[src/rtl/match_qualifier_pkg.sv]
`default_nettype none
// ============================================================================
//  Module      : match_qualifier_pkg
//  Description : Shared types for the match qualifier. This package holds the
//                reduction-mode encoding, the mode enum and the enum for the
//                qualifier state machine.
//  Revision    : 1.0  initial release
// ============================================================================
package match_qualifier_pkg;

    // Encoding of the 2-bit mode input
    localparam logic [1:0] c_MODE_ALL     = 2'b00;
    localparam logic [1:0] c_MODE_ANY     = 2'b01;
    localparam logic [1:0] c_MODE_PATTERN = 2'b10;
    localparam logic [1:0] c_MODE_RSVD    = 2'b11;

    typedef enum logic [1:0] {
        ALL     = c_MODE_ALL,
        ANY     = c_MODE_ANY,
        PATTERN = c_MODE_PATTERN,
        RSVD    = c_MODE_RSVD
    } mode_e;

    typedef enum logic [1:0] {
        IDLE   = 2'b00,
        QUAL   = 2'b01,
        ACTIVE = 2'b10
    } state_e;

endpackage
`default_nettype wire

[src/rtl/match_reduce.sv]
`default_nettype none
// ============================================================================
//  Module      : match_reduce
//  Description : Purely combinational reduction of the registered inputs
//                under a mask, in ALL / ANY / PATTERN mode.
//  Ports       : in_q      - registered input vector
//                mask      - 1 = bit participates
//                pattern   - expected values for PATTERN mode
//                mode      - reduction mode (reserved value gives 0)
//                match_raw - reduction result
//  Revision    : 1.0  initial release
// ============================================================================
module match_reduce
    import match_qualifier_pkg::*;
#(
    parameter int WIDTH = 8
) (
    input  logic [WIDTH-1:0] in_q,
    input  logic [WIDTH-1:0] mask,
    input  logic [WIDTH-1:0] pattern,
    input  logic [1:0]       mode,
    output logic             match_raw
);

    always_comb begin
        match_raw = 1'b0;
        // An empty mask never matches; without this check ALL would be
        // vacuously true and PATTERN would always match.
        if (|mask) begin
            case (mode_e'(mode))
                ALL:     match_raw = &(in_q | ~mask);
                ANY:     match_raw = |(in_q & mask);
                PATTERN: match_raw = (((in_q ^ pattern) & mask) == '0);
                default: match_raw = 1'b0;
            endcase
        end
    end

endmodule
`default_nettype wire

[src/rtl/match_qualifier.sv]
`default_nettype none
// ============================================================================
//  Module      : match_qualifier
//  Description : Debounced input-match detector. The registered inputs are
//                reduced by match_reduce. The result must hold for
//                hold_cycles+1 consecutive enabled cycles before a qualified
//                match is declared.
//  Ports       : clk, rst_n (sync, active-low), ena (clock enable)
//                in_bits / mask / pattern / mode / hold_cycles - data + config
//                clear       - clears sticky and event_count
//                match_raw   - combinational reduction of in_q
//                match_q     - qualified match level
//                match_pulse - one-cycle pulse on qualification
//                sticky      - set on qualification, held until clear
//                event_count - saturating qualification counter
//  Revision    : 1.0  initial release
// ============================================================================
module match_qualifier
    import match_qualifier_pkg::*;
#(
    parameter int WIDTH  = 8,
    parameter int HOLD_W = 4,
    parameter int CNT_W  = 8
) (
    input  logic              clk,
    input  logic              rst_n,
    input  logic              ena,
    input  logic [WIDTH-1:0]  in_bits,
    input  logic [WIDTH-1:0]  mask,
    input  logic [WIDTH-1:0]  pattern,
    input  logic [1:0]        mode,
    input  logic [HOLD_W-1:0] hold_cycles,
    input  logic              clear,
    output logic              match_raw,
    output logic              match_q,
    output logic              match_pulse,
    output logic              sticky,
    output logic [CNT_W-1:0]  event_count
);

    logic [WIDTH-1:0]  r_in_q;
    state_e            r_state;
    state_e            w_state_nxt;
    logic [HOLD_W-1:0] r_cnt;
    logic [HOLD_W-1:0] w_cnt_nxt;
    logic              r_pulse;
    logic              r_sticky;
    logic [CNT_W-1:0]  r_event_count;
    logic              w_raw;
    logic              w_entry;

    match_reduce #(
        .WIDTH (WIDTH)
    ) u_reduce (
        .in_q      (r_in_q),
        .mask      (mask),
        .pattern   (pattern),
        .mode      (mode),
        .match_raw (w_raw)
    );

    // Next-state logic. r_cnt counts the raw=1 cycles already seen in QUAL.
    // hold_cycles is compared live, so lowering it mid-QUAL qualifies on
    // the next raw=1 cycle.
    always_comb begin
        w_state_nxt = r_state;
        w_cnt_nxt   = r_cnt;
        case (r_state)
            IDLE: begin
                if (w_raw) begin
                    if (hold_cycles == '0) begin
                        w_state_nxt = ACTIVE;
                    end else begin
                        w_state_nxt = QUAL;
                        w_cnt_nxt   = HOLD_W'(1);
                    end
                end
            end
            QUAL: begin
                if (!w_raw) begin
                    w_state_nxt = IDLE;
                    w_cnt_nxt   = '0;
                end else if (r_cnt >= hold_cycles) begin
                    w_state_nxt = ACTIVE;
                    w_cnt_nxt   = '0;
                end else if (r_cnt != '1) begin
                    w_cnt_nxt   = r_cnt + HOLD_W'(1);
                end
            end
            ACTIVE: begin
                if (!w_raw) begin
                    w_state_nxt = IDLE;
                end
            end
            default: begin
                w_state_nxt = IDLE;
                w_cnt_nxt   = '0;
            end
        endcase
    end

    assign w_entry = (r_state != ACTIVE) && (w_state_nxt == ACTIVE);

    always_ff @(posedge clk) begin
        if (!rst_n) begin
            r_in_q        <= '0;
            r_state       <= IDLE;
            r_cnt         <= '0;
            r_pulse       <= 1'b0;
            r_sticky      <= 1'b0;
            r_event_count <= '0;
        end else if (ena) begin
            r_in_q  <= in_bits;
            r_state <= w_state_nxt;
            r_cnt   <= w_cnt_nxt;
            r_pulse <= w_entry;
            // An entry in the same cycle as clear wins: the count restarts at 1.
            if (w_entry) begin
                r_sticky <= 1'b1;
                if (clear) begin
                    r_event_count <= CNT_W'(1);
                end else if (r_event_count != '1) begin
                    r_event_count <= r_event_count + CNT_W'(1);
                end
            end else if (clear) begin
                r_sticky      <= 1'b0;
                r_event_count <= '0;
            end
        end else begin
            r_pulse <= 1'b0;
        end
    end

    assign match_raw   = w_raw;
    assign match_q     = (r_state == ACTIVE);
    assign match_pulse = r_pulse;
    assign sticky      = r_sticky;
    assign event_count = r_event_count;

endmodule
`default_nettype wire

[config.mk]
export PLATFORM = sky130hd
export DESIGN_NAME = match_qualifier
export DESIGN_NICKNAME = d
export VERILOG_FILES = /design/src/rtl/match_qualifier_pkg.sv /design/src/rtl/match_reduce.sv /design/src/rtl/match_qualifier.sv
export SDC_FILE = /design/constraint.sdc
export NUM_CORES = 1
export LEC_CHECK = 0
export ABC_AREA = 1
export CORE_MARGIN = 1.5
export CORE_UTILIZATION = 48
export DETAILED_ROUTE_END_ITERATION = 10
export HOLD_SLACK_MARGIN = 0.15
export MAX_ROUTING_LAYER = met4
export PLACE_DENSITY_LB_ADDON = 0.08
export SETUP_SLACK_MARGIN = 0.1
export SLEW_MARGIN = 20
export SYNTH_ARGS = -nofsm -noshare
export SYNTH_HDL_FRONTEND = slang
export SYNTH_HIERARCHICAL = 1
export SYNTH_SLANG_ARGS = --single-unit
[constraint.sdc]
create_clock -name clk -period 2.4 [get_ports clk]
set_input_delay 0.24 -clock clk [delete_from_list [all_inputs] [get_ports clk]]
set_output_delay 0.24 -clock clk [all_outputs]
set_load 0.01 [all_outputs]
# Word level (Yosys, flattened, before mapping)
# Index checks and enable logic that the tools add are counted.
# W data, S select, Z words.
# classes
n_addsub	2
magnitude_cmp	1
n_eq_ne	11
muxes	20
bitwise_logic	6
reduce_logical	14
# op_table
operator	n
$mux W8	4
$mux W4	5
$and A8 B8 Y8	2
$reduce_or A8 Y1	2
$pmux W4 S3	1
$mux W2	5
$add A8 B1 Y8 const B	1
$logic_not A8 Y1	1
$ne A4 B4 Y1 const B	2
$ne A8 B8 Y1 const B	1
$not A8 Y8	1
$or A8 B8 Y8	1
$reduce_and A8 Y1	1
$xor A8 B8 Y8	1
$eq A2 B2 Y1 const B	3
$ne A2 B2 Y1 const B	3
$pmux W2 S3	1
$reduce_and A5 Y1	1
$add A4 B1 Y4 const B	1
$eq A2 B1 Y1 const B	2
$ge A4 B4 Y1	1
$logic_not A2 Y1	2
$logic_not A4 Y1	1
$reduce_and A2 Y1	2
6 further kinds	9
# word_totals
reg_bits	24
input_bits	34
output_inout_bits	12
elab_cells	60

# Longest topological paths before layout
# Gate-level depths: netlist (run 1).
# logic_depth
ltp_word	11
depth_mapped	16
mapped_depth_nobuf	16

# Cells and area by module
# The synthesis (run 1) kept the hierarchy.
# by_module_without_submodules
module	n_inst	cells_per_inst	area_each_um2	seq_area_each_um2
match_qualifier	1	195	1340.0	480.5
match_reduce	1	91	370.4	0.0

# Worst setup path before layout (run 1)
# No wires, ideal clock.
# synth_timing
path_type	reg2reg
from	register r_in_q[7]
to	register r_cnt[1]
setup_ns	0.121
arrival_ns	1.706
required_time_ns	2.279
slack_ns	0.573
stages_incl_launch_ff	16
path_buffers	0
synth_period_minus_slack_ns	1.827
path_cell_list	dfxtp_1 -> inv_1 -> nand2_1 -> nand2_1 -> nor2_2 -> nand3_1 -> nand2_1 -> nand2_1 -> a21oi_2 -> nand2_1 -> nor2_1 -> nand4_1 -> nand2_1 -> inv_1 -> nand3_1 -> a21oi_1
# synth_between
elab_chain_cells	7
word_cells_on_any_way	14
cone_classes	2 x eq/ne; 4 x mux; 4 x bitwise; 4 x reduce/logical
# synth_lines
item	line	text
start, declared	match_qualifier.sv:41	logic [WIDTH-1:0] r_in_q;
start signal, assigned	match_qualifier.sv:113	r_in_q <= in_bits;
$xor A8 B8 Y8	match_reduce.sv:33	PATTERN: match_raw = (((in_q ^ pattern) & mask) == '0);
$and A8 B8 Y8	match_reduce.sv:33	
$logic_not A8 Y1	match_reduce.sv:33	
$pmux W1 S3 (*)	match_reduce.sv:30	case (mode_e'(mode))
$mux W1 (*)	match_reduce.sv:29	if (|mask) begin
via match_raw	match_qualifier.sv:34	output logic match_raw,
$ne A4 B4 Y1 (no source line), or another cell as far along	-	
$reduce_and A5 Y1 (no source line) or $pmux W4 S3 (tied branches)	-	
end signal, assigned	match_qualifier.sv:115	r_cnt <= w_cnt_nxt;
end, declared	match_qualifier.sv:44	logic [HOLD_W-1:0] r_cnt;
# Mark *: on every way through the listed nets, which the timed path passes. The rest lies on a longest branch.
# A chain may end at the register's enable or synchronous reset.

# Worst setup path in the final report (run 1)
# layout_timing
from	input mask[2]
to	register r_cnt[1]
# layout_between
elab_chain_cells	7
word_cells_on_any_way	15
cone_classes	2 x eq/ne; 4 x mux; 4 x bitwise; 5 x reduce/logical
# layout_lines
item	line	text
start, declared	match_qualifier.sv:29	input logic [WIDTH-1:0] mask,
$not A8 Y8	match_reduce.sv:31	ALL: match_raw = &(in_q | ~mask);
$or A8 B8 Y8	match_reduce.sv:31	
$reduce_and A8 Y1	match_reduce.sv:31	
$pmux W1 S3	match_reduce.sv:30	
$mux W1 (*)	match_reduce.sv:29	
$ne A4 B4 Y1 (no source line), or another cell as far along	-	
$reduce_and A5 Y1 (no source line) or $pmux W4 S3 (tied branches)	-	
# Mark *: on every way between the ends. The rest lies on a longest branch, timed or not.

==> reports/results.tsv, run 1 <==
metric	value	unit
status	finished, final reports clean	
Worst IR Drop VDD	320.9	uV
pre-CTS setup slack	0.08831	ns
first-pass GRT wire length	6782	um
crit path DAT	2.18	ns
core area	0.003390	mm2
R2R setup slack	0.46	ns
largest net degree at the start of global routing	16	
Seq pwr share	51.8	%
cell leakage power	1.060	nW
setup TNS after final layout	0	ns
Finished Layout Cells	380	
Syn-to-layout area delta	31.82	%
root buffer cell	clkbuf_4	
Worst-Skew Late Latency	0.32	ns
logic gate share of total power	26.9	%
Cell Area, Synth	0.001710	mm2
Rows	21	
antenna violations before repair	0	
HPWL after detailed placement	3047	um
min cycle time layout	1.965	ns
hold_ws	0.4607	ns
Clock H-tree levels	1	
Seq cells post-synth	24	
RSZ-0062 raised after global routing	no	
P_sw	0.2451	mW
n_diodes	0	
endpoints failing hold	0	
Setup-failing EPs final	0	
layout cells sized above 1	7.784	%
GP Congestion	0.9148	
post-route antenna net violation count	0	
Setup Buffers After CTS	0	
DR iter-0 viols	96	
yosys warns	6	
Hold/Removal Path Class	in2reg	
Placed Cells	377	
Total Wirelength	3861	um
Max Fclk	0.5090	GHz
# DRC	0	
grt ovf	0	
fin util	66.52	%
initial core utilization	50.46	%
critical path peak fanout	7	
period utilization	81.86	%
total number of vias	1794	
Die Height	62.70	um
Clk pin slew, worst setup/hold paths	0.12	ns
commonest cells after routing, fill and taps aside	96 x nand2_1, 44 x clkdlybuf4s50_1, 42 x inv_1	
Routed WL per cell	10.16	um
PortBufs	45	
Critical Path RT	2.62	ns
clk sink count	24	
Setup crit end kind	register	
clk_skew	0.004806	ns
CTS tree	built	
io pins	46	
final worst slack	0.4355	ns
CTS max path bufs	2	
Power Dens Cells	369.2	mW/mm2
die area	0.003931	mm2
Net Sw Frac	29.45	%
count of cell types in the netlist	29	
max cap viols	0	
drt first pass iters	4	
Clock Power Share	21.3	%
Max-slew headroom	60.15	%
# nets final	376	
synthesized area per cell	5.980	um2
sequential area share after synthesis	28.09	%
vias in the first global route	1649	
internal power	0.5872	mW
number of buffers created by CTS	3	
Final Slew Violations	0	
GRT Util Overall	21.62	%
Hold Buf Count CTS	0	
post-synthesis cell count	286	
vias per inst	4.721	
syn_nets	326	
CP startpoint kind	primary input	
most common cell after layout, fill and taps aside	nand2_1	
worst slew pin tran	0.5923	ns
kind of critical path	in2reg	
Die W	62.70	um
-- stage by stage --
step / total power, mW / instance area, um2
after global routing: 0.8862 / 2255
after global placement: 0.6619 / 2221
after CTS: 0.8407 / 2251
after detailed placement: 0.6628 / 2221
final: 0.8323 / 2255
after floorplan: 0.5573 / 1710
-- critical path: stages --
cell	delay [ns]
clkdlybuf4s50_1	0.47
nand2_1	0.12
nand2_1	0.05
nand2_1	0.06
nand2_1	0.04
nor2_1	0.10
nand3_1	0.13
a21oi_4	0.23
nand2_1	0.07
nor2_1	0.17
nand4_1	0.10
nand2_1	0.19
inv_1	0.08
nand3_1	0.07
a21oi_1	0.06
-- sequential cells by signal, indices dropped and copies added, names as in the netlist --
signal / flops
event_count: 8
r_in_q: 8
r_cnt: 4
r_state: 2
match_pulse: 1
sticky: 1
-- metal layers --
metal	vias up	global-route usage, %	wire length, um
met4	0	8.333	71
met5	-	-	0
met3	5	1.622	166
met2	40	36.83	1726
li1	977	-	-
met1	772	26.77	1895
-- cell usage after synthesis --
cell type	n	area (um2)
nand2_1	96	360.4
inv_1	42	157.7
nor2_1	40	150.1
dfxtp_1	24	480.5
a21oi_1	17	85.08
nand3_1	16	80.08
nand2_2	7	43.79
ha_1	6	75.07
o21ai_0	5	25.02
nand4_1	4	25.02
nor2_2	4	25.02
clkinv_1	3	11.26
xor2_1	3	26.28
nand3_2	2	20.02
nand3_4	2	35.03
o21bai_1	2	15.01
a21boi_1	1	7.510
a21oi_2	1	8.760
buf_2	1	5.000
buf_6	1	11.26
clkbuf_1	1	3.750
inv_2	1	3.750
nand2_4	1	11.26
nor3_1	1	5.000
nor3_2	1	10.01
nor3b_1	1	7.510
nor4_1	1	6.260
o22ai_1	1	6.260
xnor2_1	1	8.760
-- what timing repair did --
action	in CTS	in global routing
endpoints found under the hold margin	0	0
resized for setup	1	2
setup endpoints to repair	1	1
-- power groups by stage --
stage	Sequential, mW	Clock [mW]	Combinational, mW
5_1_grt	0.434	0.199	0.253
6_report	0.432	0.177	0.224
3_3_place_gp	0.440	0	0.222
3_5_place_dp	0.440	0	0.223
2_1_floorplan	0.440	0	0.117
4_1_cts	0.431	0.184	0.226
-- final cells by class --
type / count / area, um2
Timing Repair Buffer: 48 / 475.5
Sequential cell: 24 / 481.7
Inverter: 46 / 172.7
Tap cell: 46 / 57.56
Fill cell: 312 / 1135
Multi-Input combinational cell: 213 / 1045
Clock buffer: 3 / 22.52
-- path summary, 6_finish.rpt --
kind	from	end	cells after the start
worst min register to register	sticky$_SDFFE_PN0P_	sticky$_SDFFE_PN0P_	2
worst min-delay path	in_bits[0]	r_in_q[0]$_SDFFE_PN0P_	3
worst max-delay path	mask[2]	r_cnt[1]$_SDFFE_PN0P_	15
worst max register to register	r_in_q[1]$_SDFFE_PN0P_	r_cnt[1]$_SDFFE_PN0P_	13
-- cells by family (layout without fill, tap and decap cells) --
logic type	Yosys count	after routing	synth area share, %
buf+inv	49	97	11.26
simple gates	176	176	45.57
fa+ha+maj	6	6	4.389
xor+xnor	4	4	2.049
flops	24	24	28.09
compound gates	27	27	8.632
(Power assumes the default switching activity.)
==> run 2: changes to the inputs <==
--- a/config.mk
+++ b/config.mk
@@ -7,7 +7,7 @@
 export LEC_CHECK = 0
 export ABC_AREA = 1
 export CORE_MARGIN = 1.5
-export CORE_UTILIZATION = 48
+export CORE_UTILIZATION = 44
 export DETAILED_ROUTE_END_ITERATION = 10
 export HOLD_SLACK_MARGIN = 0.15
 export MAX_ROUTING_LAYER = met4
==> constraint.sdc (replaced) <==
create_clock -name clk -period 1.8 [get_ports clk]
set_input_delay 0.18 -clock clk [delete_from_list [all_inputs] [get_ports clk]]
set_output_delay 0.18 -clock clk [all_outputs]
set_load 0.01 [all_outputs]
==> reports/results.tsv, run 2 (synthesized netlist as in run 1, its figures left out) <==
metric	value	unit
number of buffers created by CTS	3	
Clk pin slew, worst setup/hold paths	0.09	ns
global route hottest layer	met2	
Setup crit end kind	primary output	
Syn-to-layout area delta	49.01	%
vias in the first global route	1833	
Power Dens Cells	547.3	mW/mm2
first-pass GRT wire length	7527	um
Die Height	65.35	um
Max Fclk	0.5348	GHz
Hold Buf Count CTS	0	
M1 GR Usage	28.01	%
Worst-Skew Late Latency	0.27	ns
most common cell after layout, fill and taps aside	nand2_1	
kind of critical path	reg2out	
commonest cells after routing, fill and taps aside	88 x nand2_1, 34 x inv_1, 34 x nor2_1	
total number of vias	1951	
Final Slew Violations	0	
GRT Util Overall	22.45	%
failing checks	negative setup slack	
placed cell areas	0.002313	mm2
Critical Path RT	1.62	ns
RSZ-0062 raised after global routing	yes	
Rows	22	
io pins	46	
Routed WL per cell	11.08	um
CP startpoint kind	register	
CTS max path bufs	2	
cell area after layout	0.002549	mm2
status	finished with violations	
pre-CTS setup slack	-0.4022	ns
Die W	65.35	um
Fillers	359	
final worst slack	-0.06973	ns
Hold/Removal Path Class	in2reg	
HPWL after detailed placement	3210	um
Setup-failing EPs final	13	
GRT met3 Usage	2.740	%
Clock H-tree levels	1	
largest net degree at the start of global routing	15	
Placed Cells	389	
min cycle time layout	1.870	ns
Total Wirelength	4443	um
# nets final	394	
Finished Layout Cells	401	
endpoints failing hold	0	
Total Power	1.395	mW
grt ovf	0	
CTS tree	built	
drt first pass iters	4	
crit path DAT	1.69	ns
die area	0.004270	mm2
GP Congestion	0.8256	
worst slew pin tran	0.5307	ns
n_diodes	0	
vias per inst	4.865	
antenna violations before repair	0	
Max-slew headroom	64.29	%
max cap viols	0	
initial core utilization	46.37	%
# DRC	0	
layout cells sized above 1	23.23	%
period utilization	103.9	%
critical path peak fanout	6	
clk sink count	24	
cell leakage power	1.232	nW
clk_skew	0.01051	ns
GR Util met2	39.16	%
PortBufs	45	
Worst IR Drop VDD	407.2	uV
root buffer cell	clkbuf_8	
post-route antenna net violation count	0	
core area	0.003689	mm2
DR iter-0 viols	66	
run 2: worst max-delay path, cell delays in order, from the launching register on:
cell and delay (ns):
dfxtp_4 0.38, inv_2 0.03, nand2_1 0.06, nand2_2 0.05, nor2_2 0.09, nand3_1 0.08
nand2_1 0.10, nand2_2 0.07, a21oi_4 0.23, dlygate4sd2_1 0.32
run 2: final cells by class:
cell class / instances / area, um2 / area share (%)
sequential: 24 / 494.2 / 19.39
clock inverter: 1 / 30.03 / 1.178
inverter: 46 / 175.2 / 6.873
multi-input combinational: 214 / 1141 / 44.77
timing repair buffer: 65 / 606.8 / 23.81
clock buffer: 3 / 41.29 / 1.620
tap: 48 / 60.06 / 2.356
run 2: power by group:
group          leakage, nW  total [mW]  internal, mW  switching, mW
logic                0.997       0.340         0.169          0.171
clock network       0.0357       0.479         0.297          0.182
registers            0.199       0.575         0.553         0.0225
run 2: through the flow:
step / TNS (ns) / hold slack [ns] / utilization [%]
final: -0.4748 / 0.4525 / 69.10
after global placement: -5.319 / 0.4641 / 62.72
after global routing: -2.688 / 0.4667 / 69.10
after CTS: -0.1104 / 0.4490 / 67.44
after detailed placement: -5.577 / 0.4653 / 62.72
after floorplan: 0 / 0.3205 / -
run 2: timing repair:
item | CTS | global route
cloned | 1 | 0
setup endpoints to repair | 15 | 18
resized for setup | 34 | 22
setup buffers | 5 | 2
pin swaps | 16 | 9
run 2: final timing paths:
check / startpoint / end / slack [ns] / cells past startpoint
max: r_in_q[0]$_SDFFE_PN0P_ / match_raw / -0.07 / 9
max reg2reg: r_in_q[0]$_SDFFE_PN0P_ / r_cnt[3]$_SDFFE_PN0P_ / -0.06 / 16
min: in_bits[2] / r_in_q[2]$_SDFFE_PN0P_ / 0.45 / 3
min reg2reg: r_cnt[0]$_SDFFE_PN0P_ / r_cnt[0]$_SDFFE_PN0P_ / 0.48 / 2
run 2: layer usage:
| layer | vias to the layer above | wire (um) | share of wire [%] |
|---|---|---|---|
| met5 | - | 0 | 0 |
| met4 | 0 | 29 | 0.65 |
| met3 | 4 | 206 | 4.6 |
| met2 | 44 | 2140 | 48 |
| met1 | 881 | 2067 | 47 |
| li1 | 1022 | - | - |
